**config.mk**
```make
export PLATFORM = sky130hd
export DESIGN_NAME = sram_arbiter
export DESIGN_NICKNAME = d
export VERILOG_FILES = /design/src/rtl/sram_ctrl_pkg.sv /design/src/rtl/rr_arbiter2.sv /design/src/rtl/sram_arbiter.sv
export SDC_FILE = /design/constraint.sdc
export NUM_CORES = 1
export LEC_CHECK = 0
export ABC_CLOCK_PERIOD_IN_PS = 1800
export BUFFER_PORTS_ARGS = -buffer_cell sky130_fd_sc_hd__buf_2
export CAP_MARGIN = 0
export CORE_MARGIN = 1.5
export CORE_UTILIZATION = 25
export CTS_BUF_LIST = sky130_fd_sc_hd__clkbuf_16
export CTS_CLUSTER_SIZE = 12
export DETAILED_ROUTE_END_ITERATION = 8
export SLEW_MARGIN = 20
export SYNTH_ARGS = -nofsm -noshare
export SYNTH_HDL_FRONTEND = slang
export SYNTH_SLANG_ARGS = --single-unit
```
**constraint.sdc**
```tcl
create_clock -name clk -period 1.8 [get_ports clk]
set_clock_uncertainty 0.15 [all_clocks]
set_input_delay 0.45 -clock clk [delete_from_list [all_inputs] [get_ports clk]]
set_output_delay 0.45 -clock clk [all_outputs]
set_load 0.01 [all_outputs]
```
**src/rtl/sram_ctrl_pkg.sv**
```systemverilog
// Shared definitions for the SRAM arbiter: FSM state encoding and default bus widths.
package sram_ctrl_pkg;

  localparam int ADDR_W = 8;
  localparam int DATA_W = 8;

  typedef enum logic [1:0] {
    IDLE   = 2'd0,
    ACCESS = 2'd1,
    WAIT   = 2'd2,
    DONE   = 2'd3
  } state_e;

endpackage

```
**src/rtl/rr_arbiter2.sv**
```systemverilog
// Two-way round-robin arbiter: one-hot grant from the request pair and a
// priority pointer that moves away from whichever requester was last granted.
module rr_arbiter2 (
  input  logic       clk,
  input  logic       Reset,
  input  logic [1:0] req_i,
  input  logic       upd_i,
  output logic [1:0] gnt_o
);

  // ptr_q = 0 favours requester 0 on a tie, 1 favours requester 1
  logic ptr_q, ptr_d;

  always_comb begin
    gnt_o = 2'b00;
    case (req_i)
      2'b01:   gnt_o = 2'b01;
      2'b10:   gnt_o = 2'b10;
      2'b11:   gnt_o = ptr_q ? 2'b10 : 2'b01;
      default: gnt_o = 2'b00;
    endcase
    ptr_d = ptr_q;
    if (upd_i && (gnt_o != 2'b00)) ptr_d = gnt_o[0];
  end

  always_ff @(posedge clk) begin
    if (Reset) ptr_q <= 1'b0;
    else       ptr_q <= ptr_d;
  end

endmodule

```
**src/rtl/sram_arbiter.sv**
```systemverilog
// Shares one single-port SRAM between two requesters, one transaction at a time,
// with registered strobes/address/data and per-requester completion pulses.
module sram_arbiter #(
  parameter int ADDR_W = sram_ctrl_pkg::ADDR_W,
  parameter int DATA_W = sram_ctrl_pkg::DATA_W
) (
  input  logic              clk,
  input  logic              Reset,
  input  logic              req0,
  input  logic              req1,
  input  logic              we0,
  input  logic              we1,
  input  logic [ADDR_W-1:0] addr0,
  input  logic [ADDR_W-1:0] addr1,
  input  logic [DATA_W-1:0] wdata0,
  input  logic [DATA_W-1:0] wdata1,
  output logic              gnt0,
  output logic              gnt1,
  output logic              done0,
  output logic              done1,
  output logic [DATA_W-1:0] rdata0,
  output logic [DATA_W-1:0] rdata1,
  output logic              busy,
  output logic              SRAMRead,
  output logic              SRAMWrite,
  output logic [ADDR_W-1:0] Address,
  output logic [DATA_W-1:0] Datain,
  input  logic [DATA_W-1:0] Dataout
);

  import sram_ctrl_pkg::*;

  state_e            state_q, state_d;
  logic              owner_q, owner_d;
  logic              we_q, we_d;
  logic              rd_q, rd_d, wr_q, wr_d;
  logic [ADDR_W-1:0] addr_q, addr_d;
  logic [DATA_W-1:0] din_q, din_d;
  logic [DATA_W-1:0] rdata0_q, rdata0_d, rdata1_q, rdata1_d;
  logic [1:0]        arb_gnt;
  logic              arb_upd;

  rr_arbiter2 u_arb (
    .clk   (clk),
    .Reset (Reset),
    .req_i ({req1, req0}),
    .upd_i (arb_upd),
    .gnt_o (arb_gnt)
  );

  always_comb begin
    state_d  = state_q;
    owner_d  = owner_q;
    we_d     = we_q;
    addr_d   = addr_q;
    din_d    = din_q;
    rd_d     = 1'b0;
    wr_d     = 1'b0;
    rdata0_d = rdata0_q;
    rdata1_d = rdata1_q;
    arb_upd  = 1'b0;
    gnt0     = 1'b0;
    gnt1     = 1'b0;
    case (state_q)
      IDLE: begin
        // Grant is suppressed while Reset is high so nothing is accepted and lost
        if (!Reset && (arb_gnt != 2'b00)) begin
          arb_upd = 1'b1;
          gnt0    = arb_gnt[0];
          gnt1    = arb_gnt[1];
          owner_d = arb_gnt[1];
          we_d    = arb_gnt[1] ? we1    : we0;
          addr_d  = arb_gnt[1] ? addr1  : addr0;
          din_d   = arb_gnt[1] ? wdata1 : wdata0;
          rd_d    = !we_d;
          wr_d    = we_d;
          state_d = ACCESS;
        end
      end
      ACCESS: state_d = we_q ? DONE : WAIT;
      WAIT: begin
        if (owner_q) rdata1_d = Dataout;
        else         rdata0_d = Dataout;
        state_d = DONE;
      end
      DONE:    state_d = IDLE;
      default: state_d = IDLE;
    endcase
  end

  always_ff @(posedge clk) begin
    if (Reset) begin
      state_q  <= IDLE;
      owner_q  <= 1'b0;
      we_q     <= 1'b0;
      rd_q     <= 1'b0;
      wr_q     <= 1'b0;
      addr_q   <= '0;
      din_q    <= '0;
      rdata0_q <= '0;
      rdata1_q <= '0;
    end else begin
      state_q  <= state_d;
      owner_q  <= owner_d;
      we_q     <= we_d;
      rd_q     <= rd_d;
      wr_q     <= wr_d;
      addr_q   <= addr_d;
      din_q    <= din_d;
      rdata0_q <= rdata0_d;
      rdata1_q <= rdata1_d;
    end
  end

  assign done0     = (state_q == DONE) && !owner_q;
  assign done1     = (state_q == DONE) &&  owner_q;
  assign busy      = (state_q != IDLE);
  assign SRAMRead  = rd_q;
  assign SRAMWrite = wr_q;
  assign Address   = addr_q;
  assign Datain    = din_q;
  assign rdata0    = rdata0_q;
  assign rdata1    = rdata1_q;

endmodule

```
# Word-level counts from Yosys, hierarchy flattened
# Cells that the tools add are included.
# W data, S select, Z words.
# word_totals
register_bits,39
word_cells,48
output_inout_bits,39
in_bits,46
# classes
n_eq_ne,7
n_reduce_logical,14
n_bitwise,3
muxes,14
# ops
cell,n
$mux W8,2
$eq A2 B2 Y1 const B,4
$mux W1,8
$pmux W2 S4,1
$pmux W2 S3,1
$reduce_and A2 Y1,3
$eq A2 B1 Y1 const B,2
$logic_and A1 B1 Y1,4
$mux W2,2
$reduce_bool A2 Y1,2
$logic_not A1 Y1,3
$not A1 Y1,3
$reduce_or A3 Y1,1
$logic_not A2 Y1,1
$ne A2 B2 Y1 const B,1

# Depth between registers and ports, before layout
# depth
ltp_word,7
depth_mapped,8
depth_no_buf,5

# By module
# Synthesis repeated with hierarchy kept, for this count alone.
# unflattened
cells_unflattened,177
hier_area_um2,1799.2
# by_module_without_submodules
module,area_per_inst_um2,seq_area_each_um2,n_inst,cells_per_inst
sram_arbiter,1734.2,760.7,1,170
rr_arbiter2,65.1,20.0,1,7

# Worst setup path before layout
# No wires, ideal clock.
# synth_timing
kind,reg-to-output
from,reg state_q[0]
to,out gnt0
path_buffers,1
path_slack_ns,-0.057
arrival_ns,1.257
required_ns,1.200
path_stages_with_launch,7
cell_sequence,dfxtp_1 inv_1 ha_1 nor2b_4 buf_6 nand2_1 a21oi_1
# synth_via
elab_chain_cells,2
# synth_rtl
item,line,text
start: declaration,sram_arbiter.sv:33,"state_e state_q, state_d;"
start signal: assignment,sram_arbiter.sv:103,state_q <= state_d;
$logic_not A2 Y1,sram_arbiter.sv:64,case (state_q)
$mux W1,sram_arbiter.sv:64,
end: declaration,sram_arbiter.sv:17,"output logic gnt0,"
# Every way passes these cells.

# Worst setup path in the final report
# layout_timing
from,reg state_q[1]
to,out gnt0
# Same word-level chain as after synthesis.

==> results.toml <==
[min_path]
holdPathStages = 3
hold_class = "primary input to register"
worstHoldStart = "Dataout[1]"
whs_endpoint = "rdata0[1]"

[grt]
antenna_found_initial = 0
grt.overflow.total = 0
grt_max_degree = 20
grt_pass1_vias = 1775
gr-usage-all-layers_pct = 13.9
grt_pass1_wl_um = 8320

[timing]
slew_headroom_pct = 78.5
fmax_ghz = 0.527
setup_viol = 2
hold_viol = 0
fin_ws_ns = -0.0989
fin_crit_ns = 1.90
worstMarginPinSlew_ns = 0.322
report.final.slew_viol_count = 0
rsz0062_at_grt = "yes"
fin_crit_sh_pct = 105
fin_tns_setup_ns = -0.101
hold_ws_ns = 0.272

[placed_design]
hpwl_um = 4020
gp_congestion = 0.782
place_area_um2 = 2450
pre_cts_slack_ns = 0.0467
portBuffers = 84

[floorplanning]
num_rows = 31
dieArea_um2 = 7850
die_w_um = 88.6
core-area_um2 = 7180
die_h_um = 88.6
initial_core_util_pct = 25.5
pin_count = 85

[critical_path]
ff2ff_path_depth = 6
critPathRequiredTime_ns = 1.20
rr_startpoint = "state_q[1]"
max_stage_delay_ns = 0.32
cp-end-kind = "output pin"
critPathLaunchType = "register"
r2r_end = "state_q[0]"
reg2reg_slack_ns = 0.14
worstSetupPathType = "register to output pin"
arrival_ns = 1.30
crit_path_top_delay_cell = "dfxtp_2"
worstPathCellList = "inv_2, ha_4, nor2b_4, nand2_2, a21oi_2, buf_2"
critPathBufInv = 2
cp_top_family = "flip-flops"
cp_max_fo = 2

[drt]
vias = 1911
ant_nets = 0
wl_per_cell_um = 13.2
drt_iter0_markers = 46
drc_errors = 0
via_per_inst = 4.59
drt-pass1-iter-count = 4
wl_um = 5490

[logic_synthesis]
synth.distinct_cells = 32
synthesis.area_um2 = 1830
synth_top_area_share_pct = 42.6
synth_warnings = 0
synth_nets = 270
async_reset_ff_share_pct = 0
ys_ff_latch = 39
synth_flop_cell = "dfxtp_1"
synthTopCellsByArea = "dfxtp_1 (43%), a21oi_1 (7.4%), nand3_1 (6.8%)"
synth_edf_count = 0
synth_largest_area_cell = "dfxtp_1"
synthCells = 219
syn_area_per_cell_um2 = 8.37
synth-seq-area-share_pct = 42.6

[clocking]
cts_hold_buffers = 0
cts_buffer_depth = 2
htreeDepth = 2
clkTransAtPathRegs_ns = 0.06
tritoncts = "done"
cts_buffers = 5
clk_latency_ns = 0.28
cts.sinks = 39
clockRootBuffer = "clkbuf_16"

[final_layout]
antenna_cells = 0
synthToLayoutAreaGrowth_pct = 48.3
drive_gt1_share_pct = 42.3
finish.utilization_pct = 37.9
design_area_um2 = 2720
nets = 367

[power_and_ir_drop]
power.leakage_uw = 0.00127
power-per-cell-area_nw_per_um2 = 1470
vdd_drop_max_mv = 0.445

[flow_run]
cap_violations = 0

[outcome]
outcome = "complete, but fails checks"
violations = "negative setup slack"
-- placed cells by master, fill, tap and decap left out, drive strengths merged, types with 2 or more instances in the layout --
cell,n
nand2,12
and2,2
ha,5
o21ai,18
mux2i,9
a21oi,27
inv,5
nor2b,18
clkinv,2
a31oi,16
nand3,25
buf,109
nor2,10
nand2b,2
clkbuf,5
dfxtp,39
-- cell usage after synthesis (all sizes together), types with 2 or more instances --
cell type and count:
a31oi 16, nand2b 2, nor2b 18, dfxtp 39
o21ai 18, ha 5, mux2i 9, inv 5
and2 2, a21oi 27, clkbuf 10, buf 9
nand2 12, nor2 10, nand3 25
-- registers in the layout, summed over array words and instances, names as in the netlist --
register,cells
owner_q,1
SRAMRead,1
Address,8
rdata1,8
state_q,2
we_q,1
SRAMWrite,1
u_arb.ptr_q,1
Datain,8
rdata0,8
-- stage by stage --
step | std cells | total power [uW]
2_1_floorplan | 219 | 2230
3_3_place_gp | 402 | 2810
3_5_place_dp | 402 | 2840
4_1_cts | 415 | 3980
5_1_grt | 416 | 4290
6_report | 416 | 4010
-- per-layer routing --
layer | GRT usage (%) | share of wire (%) | up-vias
met2 | 22.9 | 46 | 75
met1 | 16.8 | 46 | 859
li1 | - | - | 969
met4 | 6.53 | 1.9 | 0
met5 | 0 | 0 | -
met3 | 4.01 | 6.5 | 8
-- what timing repair did --
item	4_1_cts	5_1_grt
setup endpoints to repair	3	5
pin swaps	1	1
gates resized for setup	9	8
setup buffers	5	1
-- report_power, final --
part | switching, uW | internal (uW)
Clock | 345 | 646
Sequential | 129 | 1140
Combinational | 880 | 870
-- kinds of logic (layout without fill, tap and decap cells) --
| group | count (synthesis) | in the layout | synth area share (%) |
|---|---|---|---|
| mux | 9 | 9 | 4.91 |
| fa+ha+maj | 5 | 5 | 3.41 |
| simple gates | 74 | 74 | 21.3 |
| buf+inv | 24 | 122 | 6.48 |
| compound gates | 68 | 68 | 21.3 |
| flops | 39 | 39 | 42.6 |
-- worst max path at each step --
stage,endpoint,slack (ns),cells past startpoint,start
2_1_floorplan,gnt0,0.03,6,state_q[0]
3_3_place_gp,gnt0,0.08,5,req0
3_5_place_dp,gnt1,0.05,5,req0
4_1_cts,gnt0,-0.09,6,state_q[1]
5_1_grt,gnt0,-0.16,6,state_q[1]
6_report,gnt0,-0.1,6,state_q[1]
-- worst reg2reg max path, cell delays in order, from the launching register on --
cell and delay [ns]:
dfxtp_2 0.32, inv_2 0.07, ha_4 0.15, buf_6 0.09, buf_4 0.12, or3b_1 0.42, a221oi_2 0.25
-- layout make-up --
cell class,count,area (um2)
Clock buffer,5,125
Tap cell,99,124
Timing Repair Buffer,109,648
Multi-Input combinational cell,156,980
Sequential cell,39,785
Fill cell,764,4460
Clock inverter,3,38.8
Inverter,5,18.8
Power figures use the tool's default switching activity.
